==> config.mk <==
export PLATFORM = sky130hd
export DESIGN_NAME = pythag_leg_solver
export DESIGN_NICKNAME = d
export VERILOG_FILES = /design/src/rtl/pythag_pkg.sv /design/src/rtl/isqrt_step.sv /design/src/rtl/pythag_leg_solver.sv
export SDC_FILE = /design/constraint.sdc
export NUM_CORES = 1
export LEC_CHECK = 0
export CAP_MARGIN = 30
export CORE_MARGIN = 2
export CORE_UTILIZATION = 44
export DETAILED_ROUTE_END_ITERATION = 6
export GPL_TIMING_DRIVEN = 1
export REMOVE_ABC_BUFFERS = 1
export SYNTH_ARGS = -nofsm -noshare
export SYNTH_HDL_FRONTEND = slang
export SYNTH_HIERARCHICAL = 1
export SYNTH_SLANG_ARGS = --single-unit
export TNS_END_PERCENT = 10
==> constraint.sdc <==
create_clock -name clk -period 12.21 [get_ports clk]
set_input_delay 3.0525 -clock clk [delete_from_list [all_inputs] [get_ports clk]]
set_output_delay 3.0525 -clock clk [all_outputs]
set_load 0.02 [all_outputs]
==> src/rtl/pythag_pkg.sv <==
// Shared definitions for the Pythagorean hypotenuse and leg datapaths.
package pythag_pkg;

    localparam int unsigned PYTHAG_WIDTH = 8;

    typedef enum logic [1:0] {
        IDLE = 2'd0,
        LOAD = 2'd1,
        ROOT = 2'd2,
        DONE = 2'd3
    } state_t;

endpackage

==> src/rtl/isqrt_step.sv <==
// One restoring square-root iteration: shift in two radicand bits, try
// subtracting (root<<2)|1, and append the resulting root bit.
module isqrt_step #(
    parameter int unsigned WIDTH = 8
) (
    input  logic [WIDTH+1:0] rem_i,
    input  logic [WIDTH-1:0] root_i,
    input  logic [1:0]       bits_i,
    output logic [WIDTH+1:0] rem_o,
    output logic [WIDTH-1:0] root_o
);

    localparam int unsigned RW = WIDTH + 2;

    logic [RW-1:0] rem_sh;
    logic [RW-1:0] trial;
    logic          ge;

    // Trial subtraction; the top remainder bits shifted out are always zero.
    always_comb begin
        rem_sh = RW'({rem_i, bits_i});
        trial  = {root_i, 2'b01};
        ge     = (rem_sh >= trial);
        rem_o  = ge ? (rem_sh - trial) : rem_sh;
        root_o = WIDTH'({root_i, ge});
    end

endmodule

==> src/rtl/pythag_leg_solver.sv <==
// Computes b = floor(sqrt(c*c - a*a)) with a multi-cycle restoring square root,
// flagging perfect squares and the invalid a > c case.
module pythag_leg_solver
    import pythag_pkg::*;
#(
    parameter int unsigned WIDTH = PYTHAG_WIDTH
) (
    input  logic             clk,
    input  logic             rst,
    input  logic             start,
    input  logic [WIDTH-1:0] c,
    input  logic [WIDTH-1:0] a,
    output logic [WIDTH-1:0] b,
    output logic             exact,
    output logic             err,
    output logic             busy,
    output logic             done
);

    localparam int unsigned DW = 2 * WIDTH;
    localparam int unsigned RW = WIDTH + 2;
    localparam int unsigned CW = $clog2(WIDTH);

    state_t           state_q, state_d;
    logic [WIDTH-1:0] c_q, c_d;
    logic [WIDTH-1:0] a_q, a_d;
    logic [DW-1:0]    d_q, d_d;
    logic [RW-1:0]    rem_q, rem_d;
    logic [WIDTH-1:0] root_q, root_d;
    logic [CW-1:0]    cnt_q, cnt_d;
    logic [WIDTH-1:0] b_q, b_d;
    logic             exact_q, exact_d;
    logic             err_q, err_d;
    logic             busy_q, busy_d;
    logic             done_q, done_d;

    logic [DW-1:0]    sq_c;
    logic [DW-1:0]    sq_a;
    logic [1:0]       dbits;
    logic [RW-1:0]    step_rem;
    logic [WIDTH-1:0] step_root;

    // Full-width squares and the radicand bit pair for the current iteration.
    always_comb begin
        sq_c  = DW'(c_q) * DW'(c_q);
        sq_a  = DW'(a_q) * DW'(a_q);
        dbits = 2'(d_q >> {cnt_q, 1'b0});
    end

    isqrt_step #(
        .WIDTH (WIDTH)
    ) u_step (
        .rem_i  (rem_q),
        .root_i (root_q),
        .bits_i (dbits),
        .rem_o  (step_rem),
        .root_o (step_root)
    );

    // Next-state and next-output logic for the IDLE/LOAD/ROOT/DONE sequence.
    always_comb begin
        state_d = state_q;
        c_d     = c_q;
        a_d     = a_q;
        d_d     = d_q;
        rem_d   = rem_q;
        root_d  = root_q;
        cnt_d   = cnt_q;
        b_d     = b_q;
        exact_d = exact_q;
        err_d   = err_q;
        busy_d  = busy_q;
        done_d  = 1'b0;

        case (state_q)
            IDLE: begin
                if (start) begin
                    c_d     = c;
                    a_d     = a;
                    b_d     = '0;
                    exact_d = 1'b0;
                    err_d   = 1'b0;
                    busy_d  = 1'b1;
                    state_d = LOAD;
                end
            end
            LOAD: begin
                if (a_q > c_q) begin
                    d_d     = '0;
                    err_d   = 1'b1;
                    b_d     = '0;
                    exact_d = 1'b0;
                    busy_d  = 1'b0;
                    done_d  = 1'b1;
                    state_d = DONE;
                end else begin
                    d_d     = sq_c - sq_a;
                    rem_d   = '0;
                    root_d  = '0;
                    cnt_d   = CW'(WIDTH - 1);
                    state_d = ROOT;
                end
            end
            ROOT: begin
                rem_d  = step_rem;
                root_d = step_root;
                if (cnt_q == '0) begin
                    b_d     = step_root;
                    exact_d = (step_rem == '0);
                    busy_d  = 1'b0;
                    done_d  = 1'b1;
                    state_d = DONE;
                end else begin
                    cnt_d = cnt_q - CW'(1);
                end
            end
            DONE: begin
                state_d = IDLE;
            end
            default: begin
                state_d = IDLE;
            end
        endcase
    end

    // State and datapath registers, cleared asynchronously.
    always_ff @(posedge clk or posedge rst) begin
        if (rst) begin
            state_q <= IDLE;
            c_q     <= '0;
            a_q     <= '0;
            d_q     <= '0;
            rem_q   <= '0;
            root_q  <= '0;
            cnt_q   <= '0;
            b_q     <= '0;
            exact_q <= 1'b0;
            err_q   <= 1'b0;
            busy_q  <= 1'b0;
            done_q  <= 1'b0;
        end else begin
            state_q <= state_d;
            c_q     <= c_d;
            a_q     <= a_d;
            d_q     <= d_d;
            rem_q   <= rem_d;
            root_q  <= root_d;
            cnt_q   <= cnt_d;
            b_q     <= b_d;
            exact_q <= exact_d;
            err_q   <= err_d;
            busy_q  <= busy_d;
            done_q  <= done_d;
        end
    end

    assign b     = b_q;
    assign exact = exact_q;
    assign err   = err_q;
    assign busy  = busy_q;
    assign done  = done_q;

endmodule

==> Yosys cells after proc, flatten, opt, wreduce, memory -nomap -nowiden <==
Index checks and enable logic that the tools add are counted.
{ "op_classes": {"add_sub_neg": 3, "mul": 2, "div_mod_pow": 0, "order_cmp": 2, "n_eq_ne": 8, "n_shift": 1, "n_mux": 29, "n_bitwise": 0, "n_reduce_logical": 12} }
{ "ops": {"columns": ["operator", "count"], "rows": [
  ["$mux 8", 5],
  ["$mul 8x8->16", 2],
  ["$pmux 8 s2", 2],
  ["$pmux 8 s3", 1],
  ["$mux 16", 1],
  ["$shr 16x4->2", 1],
  ["$sub 16x16->16", 1],
  ["$ge 10x10->1", 1],
  ["$logic_not 10->1", 1],
  ["$mux 10", 1],
  ["$ne 2x2->1 const B", 5],
  ["$sub 10x10->10", 1],
  ["$mux 1", 9],
  ["$gt 8x8->1", 1],
  ["$pmux 2 s4", 1],
  ["$mux 3", 2],
  ["$pmux 1 s3", 2],
  ["$pmux 3 s2", 1],
  ["$reduce_and 2->1", 3],
  ["$reduce_and 3->1", 2],
  ["$eq 2x2->1 const B", 2],
  ["$mux 2", 2],
  ["$pmux 1 s2", 2],
  ["$reduce_and 4->1", 1],
  ["other kinds (6)", 7]
]} }
{ "totals": {"register_bits": 65, "latchBits": 0, "mem_bits_rw": 0, "romBits": 0, "input_bits": 19, "n_memories": 0} }

==> Depth between registers and ports, before layout <==
Gate-level depths: netlist of run 1.
{ "logic_depth": {"word_depth": 6, "depth_mapped": 21} }

==> Cells and area by module <==
The synthesis of run 1 kept the hierarchy.
{ "by_module_without_submodules": {"columns": ["module", "n_inst", "cells_per_inst", "area_each_um2", "seq_area_each_um2"], "rows": [
  ["pythag_leg_solver", 1, 707, 6966.7, 1676.6],
  ["isqrt_step", 1, 84, 668.1, 0.0]
]} }

==> Worst setup path before layout of run 1 <==
No wires, ideal clock.
{ "synth_timing": {"kind": "reg2reg", "from": "reg c_q[5]", "to": "reg d_q[15]", "setup_ps": 94, "arrival_ps": 5262, "path_slack_ps": 6855, "stages_incl_launch_ff": 21, "n_path_buf": 1, "period_less_slack_ps": 5355, "path_cell_list": "dfrtp_1 -> clkbuf_1 -> inv_1 -> nor2_1 -> fa_1 -> inv_1 -> fa_1 -> fa_1 -> inv_1 -> fa_1 -> fa_1 -> inv_1 -> fa_1 -> inv_1 -> ha_1 -> a21o_1 -> a221o_1 -> nor3_1 -> a21oi_1 -> xnor2_1 -> a211oi_1"} }
{ "synth_via": {"elab_chain_len": 3} }
{ "synth_rtl": {"columns": ["element", "line", "source"], "rows": [
  ["from (decl)", "pythag_leg_solver.sv:25", "logic [WIDTH-1:0] c_q, c_d;"],
  ["from (signal assigned)", "pythag_leg_solver.sv:130", "c_q <= '0;"],
  ["from (signal assigned)", "pythag_leg_solver.sv:143", "c_q <= c_d;"],
  ["$mul 8x8->16", "pythag_leg_solver.sv:45", "sq_c = DW'(c_q) * DW'(c_q);"],
  ["$sub 16x16->16", "pythag_leg_solver.sv:97", "d_d = sq_c - sq_a;"],
  ["$mux 16 (*)", "pythag_leg_solver.sv:88", "if (a_q > c_q) begin"],
  ["to (signal assigned)", "pythag_leg_solver.sv:132", "d_q <= '0;"],
  ["to (signal assigned)", "pythag_leg_solver.sv:145", "d_q <= d_d;"],
  ["to (decl)", "pythag_leg_solver.sv:27", "logic [DW-1:0] d_q, d_d;"]
]} }
Mark *: on every way between the ends. The rest lies on a longest branch, timed or not.
A chain may end at the register's enable or synchronous reset.

==> Final worst setup path of run 1 <==
{ "layout_timing": {"from": "reg c_q[3]", "to": "reg d_q[15]"} }
Same word-level chain as after synthesis.

==> results.py, run 1 <==
metrics = {
    "outcome": {
        "status": "completed",
    },
    "global_route": {
        "grt_max_degree": 66,
        "grt_overflow_total": 0,
        "grtUsageTotal_pct": 19.4,
        "grt_pass1_vias": 5752,
        "grt_antenna_before_repair": 0,
        "grt_pass1_wl_um": 27900,
    },
    "final_layout": {
        "fin_area_sq_mm": 0.00828,
        "final_core_util_pct": 49.7,
        "final_nets": 968,
        "seqCellArea_sq_mm": 0.00163,
        "drive_gt1_share_pct": 8.79,
        "multi_input_area_sq_mm": 0.00509,
        "fillCellCount": 1537,
        "n_antenna_cell": 0,
        "area_delta_synth_final_pct": 9.79,
    },
    "setup_path": {
        "end_kind": "flop",
        "cp_num_buf_inv": 5,
        "crit_top_cell": "fa_1",
        "cp_top_family": "adder cells",
        "worstPathMaxFanout": 8,
        "cp.arrival_ps": 5960,
        "critical-path-slowest-cell": "fa_1",
        "crit_path_cell_trace": "inv_1, nor2_1, fa_1, inv_1, fa_1, fa_1, inv_1, fa_1, fa_1, inv_1, fa_1, inv_1, ha_1, a21o_1, a221o_1, nor3_1, a21oi_1, xnor2_1, a211oi_1",
        "path_depth": 19,
        "criticalPathCategory": "flop to flop",
        "reg2reg_to": "d_q[15]",
        "rrSetupSlack_ps": 6510,
        "rr_startpoint": "c_q[3]",
        "endpoint": "d_q[15]",
        "required_ps": 12460,
        "reg2reg_depth": 19,
        "cp-start-kind": "flop",
        "cpPeakStageDelay_ps": 550,
        "crit_start": "c_q[3]",
    },
    "die": {
        "coreArea_sq_mm": 0.0166,
        "initial_utilization_pct": 45.3,
        "pin_count": 31,
        "dieArea_sq_mm": 0.0182,
        "die_y_um": 135,
        "dieWidth_um": 135,
        "num_rows": 47,
    },
    "clock_network": {
        "cts_buffers": 9,
        "cts_tree": "built",
        "cts_resized": 0,
        "post-cts-setup-buffers": 0,
        "path_clk_slew_ps": 70,
        "h-tree-depth": 3,
        "hold_buffers": 0,
        "numClockSinks": 65,
        "cts_buffer_depth": 2,
        "cts_root_buffer": "clkbuf_16",
        "clock_latency_ps": 350,
    },
    "drt": {
        "totalWireLength_um": 16100,
        "dr.pass1.iters": 4,
        "ant_nets": 0,
        "wl_per_cell_um": 15.8,
        "drc": 0,
        "vias": 5280,
        "drt_first_iter_violations": 249,
        "vias_per_cell": 5.20,
    },
    "flow_run": {
        "cap_violations": 0,
    },
    "placed_design": {
        "postPlaceCellArea_sq_mm": 0.00793,
        "place_congestion": 0.809,
        "hpwl_um": 12700,
        "place_ws_ps": 6500,
        "io_buffers": 30,
    },
    "timing": {
        "worstMarginPinSlew_ps": 1010,
        "finalSetupViolCount": 0,
        "setup_slack_ps": 6510,
        "slew_headroom_pct": 32.4,
        "report.final.slew_viol_count": 0,
        "rsz0062_at_grt": "false",
        "period_share_pct": 46.7,
        "setup_tns_ps": 0,
        "hold_viol_final": 0,
        "clock.fmax_ghz": 0.175,
        "fin_crit_ps": 5700,
        "fin_skew_ps": 11.8,
    },
    "logic_synthesis": {
        "netlist_area_sq_mm": 0.00754,
        "syn_inst": 783,
        "yosys_warnings": 6,
        "synth_area_per_cell_sq_um": 9.63,
    },
    "hold_path": {
        "min_path_cells": 1,
        "hold_class": "flop to flop",
    },
}
==> flip-flops by register name, indices dropped and copies added (netlist names), 2 cells and up <==
register / count
rem_q: 8
c_q: 8
state_q: 2
cnt_q: 3
a_q: 8
d_q: 16
root_q: 8
b: 8
==> layer usage <==
| metal | GRT usage [%] | part of all wire [%] |
|---|---|---|
| met5 | 0 | 0 |
| met4 | 7.43 | 2.1 |
| met3 | 2.06 | 2.4 |
| met2 | 32.3 | 48 |
| met1 | 26.0 | 47 |
==> layout by cell type, fill, tap and decap left out, types with 11 or more instances in the layout <==
master             n
dfrtp_1           65
fa_1              79
and2_1            15
a221o_1           18
o21ai_0           21
mux2_2            21
nor2_1            47
a21oi_1           27
inv_1            166
nand3_1           12
mux2i_1           11
clkdlybuf4s50_1   30
nand2_1           52
xnor2_1           22
ha_1              79
==> through the flow <==
step / hold slack (ps) / instances
floorplan: 476 / 748
global placement: 494 / 1000
detailed placement: 497 / 1000
CTS: 516 / 1016
global route: 532 / 1016
finish: 509 / 1016
==> worst min path at each step <==
stage,start,slack (ps),endpoint
2_1_floorplan,d_q[0],480,d_q[0]
3_3_place_gp,exact,490,exact
5_1_grt,b[6],530,b[6]
6_report,b[5],510,b[5]
4_1_cts,b[6],520,b[6]
3_5_place_dp,b[5],500,b[5]
==> final cells by class <==
type	count	area share, %
multi-input cells	516	61.5
inverters	167	7.57
clock buffers	10	2.77
well taps	220	3.33
repair buffers	32	3.81
flip-flops and latches	65	19.7
clock inverters	6	1.39
Power of run 1 is left out: the tool's default activity adds up to more than one toggle a clock period on the data nets, which glitch-free logic cannot reach.
==> run 2, diff against run 1 <==
==> constraint.sdc (replaced) <==
create_clock -name clk -period 5.48 [get_ports clk]
set_input_delay 1.37 -clock clk [delete_from_list [all_inputs] [get_ports clk]]
set_output_delay 1.37 -clock clk [all_outputs]
set_load 0.02 [all_outputs]
==> run 2 against run 1 <==
  * Count of clock-buffer cells in the layout down 1
  * Fmax up 8.2%
  * Clock skew shrank 3.8 ps
  * Global-route usage rose by 0.48 points
  * Hold slack better by 3.2 ps
  * First-iteration DRC count up 32%
  * Sequential cell count did not move
  * Sequential share of layout area decreased by 0.56 points
  * Cell count rose by 3.1%
  * Die area unchanged
  * Critical path type unchanged
  * Critical endpoint is now d_q[10]
==> results.py, run 2 (same netlist as run 1, synthesis figures left out) <==
metrics = {
    "clock_network": {
        "clock_latency_ps": 340,
        "hold_buffers": 0,
        "cts_root_buffer": "clkbuf_16",
        "cts_tree": "built",
        "numClockSinks": 65,
        "path_clk_slew_ps": 60,
        "cts_buffer_depth": 2,
        "h-tree-depth": 3,
        "cts_buffers": 9,
    },
    "die": {
        "dieArea_sq_mm": 0.0182,
        "initial_utilization_pct": 45.3,
        "num_rows": 47,
        "dieWidth_um": 135,
        "pin_count": 31,
        "die_y_um": 135,
        "coreArea_sq_mm": 0.0166,
    },
    "drt": {
        "vias_per_cell": 5.19,
        "drt_first_iter_violations": 329,
        "totalWireLength_um": 16300,
        "wl_per_cell_um": 15.6,
        "drc": 0,
        "ant_nets": 0,
        "vias": 5436,
        "dr.pass1.iters": 4,
    },
    "placed_design": {
        "io_buffers": 30,
        "place_congestion": 0.836,
        "hpwl_um": 13100,
        "postPlaceCellArea_sq_mm": 0.00812,
    },
    "final_layout": {
        "final_cell_mix": "inv_1 (162), ha_1 (77), fa_1 (72), dfrtp_1 (54), nand2_1 (47)",
        "n_antenna_cell": 0,
        "largest_reg_flops": 16,
        "multi_input_area_sq_mm": 0.00517,
        "final_common_cell": "inv_1",
        "fillCellCount": 1530,
        "top_register": "d_q",
        "seqCellArea_sq_mm": 0.00164,
        "final_nets": 999,
        "area_delta_synth_final_pct": 14.0,
        "drive_gt1_share_pct": 17.0,
        "fin_area_sq_mm": 0.00859,
    },
    "setup_path": {
        "cpPeakStageDelay_ps": 550,
        "required_ps": 5690,
        "end_kind": "flop",
        "cp_top_family": "adder cells",
        "cp.arrival_ps": 5490,
        "crit_path_cell_trace": "buf_4, nand2_1, ha_1, inv_1, fa_1, inv_1, fa_1, fa_1, fa_1, inv_1, fa_1, inv_1, ha_1, o21a_1, o31a_1, o21a_1, o41a_1, xnor2_1, o22ai_1",
        "path_depth": 19,
        "cp-start-kind": "flop",
        "critical-path-slowest-cell": "fa_1",
        "crit_top_cell": "fa_1",
        "criticalPathCategory": "flop to flop",
        "worstPathMaxFanout": 6,
        "reg2reg_depth": 19,
        "cp_num_buf_inv": 5,
    },
    "outcome": {
        "status": "completed",
    },
    "global_route": {
        "grt_pass1_vias": 5963,
        "grt_max_degree": 33,
        "grt_antenna_before_repair": 0,
        "grt_pass1_wl_um": 28800,
        "grtUsageTotal_pct": 19.9,
        "grt_overflow_total": 0,
    },
    "hold_path": {
        "min_path_cells": 1,
        "hold_class": "flop to flop",
    },
    "timing": {
        "fin_crit_ps": 5270,
        "finalHoldWorstSlack_ps": 513,
        "period_share_pct": 96.2,
        "rsz0062_at_grt": "true",
        "finalSetupViolCount": 0,
        "worstMarginPinSlew_ps": 902,
        "clock.fmax_ghz": 0.190,
        "slew_headroom_pct": 39.7,
        "fin_skew_ps": 7.98,
        "hold_viol_final": 0,
        "report.final.slew_viol_count": 0,
    },
    "flow_run": {
        "cap_violations": 0,
    },
}
run 2: cell count changes in the layout (fill, tap and decap cells not counted), moves of 7 or more:
cell / before / now
buf_4: 2 / 30
dfrtp_1: 65 / 54
dfrtp_2: 0 / 11
fa_1: 79 / 72
fa_2: 0 / 7
run 2: cell type report:
class / count / share of cell area (%)
multi-input combinational: 516 / 60.2
sequential: 65 / 19.1
inverter: 167 / 7.30
timing repair buffer: 63 / 6.66
tap: 220 / 3.20
clock buffer: 9 / 2.62
clock inverter: 7 / 0.903
run 2: worst reg2reg max path: stages, from the launching register on:
cell and delay, ps:
dfrtp_2 450, buf_4 150, nand2_1 70, ha_1 330, inv_1 60, fa_1 490
inv_1 50, fa_1 480, fa_1 540, fa_1 550, inv_1 50, fa_1 530
inv_1 40, ha_1 330, o21a_1 120, o31a_1 140, o21a_1 200, o41a_1 320
xnor2_1 160, o22ai_1 80
run 2: worst paths after layout:
check,from,to,slack (ps)
worst max-delay path,a_q[6],d_q[10],210
worst min-delay path,d_q[0],d_q[0],510
worst max register to register,a_q[6],d_q[10],210
worst min register to register,d_q[0],d_q[0],510
max in group asynchronous,rst,a_q[3],3480
min in group asynchronous,rst,b[3],1340
run 2: through the flow:
step	instances	TNS, ps	util, %	setup WS, ps
after floorplan	748	0	-	131
after global placement	1023	0	48.7	108
after detailed placement	1024	-3.71	48.8	-3.71
after CTS	1040	0	50.6	14.3
after global routing	1047	-98.5	51.6	-37.3
final	1047	0	51.6	206
run 2: what timing repair did:
action,CTS,global route
pin swaps,0,11
endpoints found under the setup margin,1,6
setup buffers,0,6
resized for setup,1,40
run 2: layer usage:
layer | part of all wire (%) | GRT usage, % | wire length (um)
met3 | 2.8 | 2.78 | 456
met4 | 1.8 | 6.55 | 291
met1 | 46 | 26.9 | 7550
met5 | 0 | 0 | 0
met2 | 49 | 32.9 | 8000
Power of run 2 is left out for the same reason.
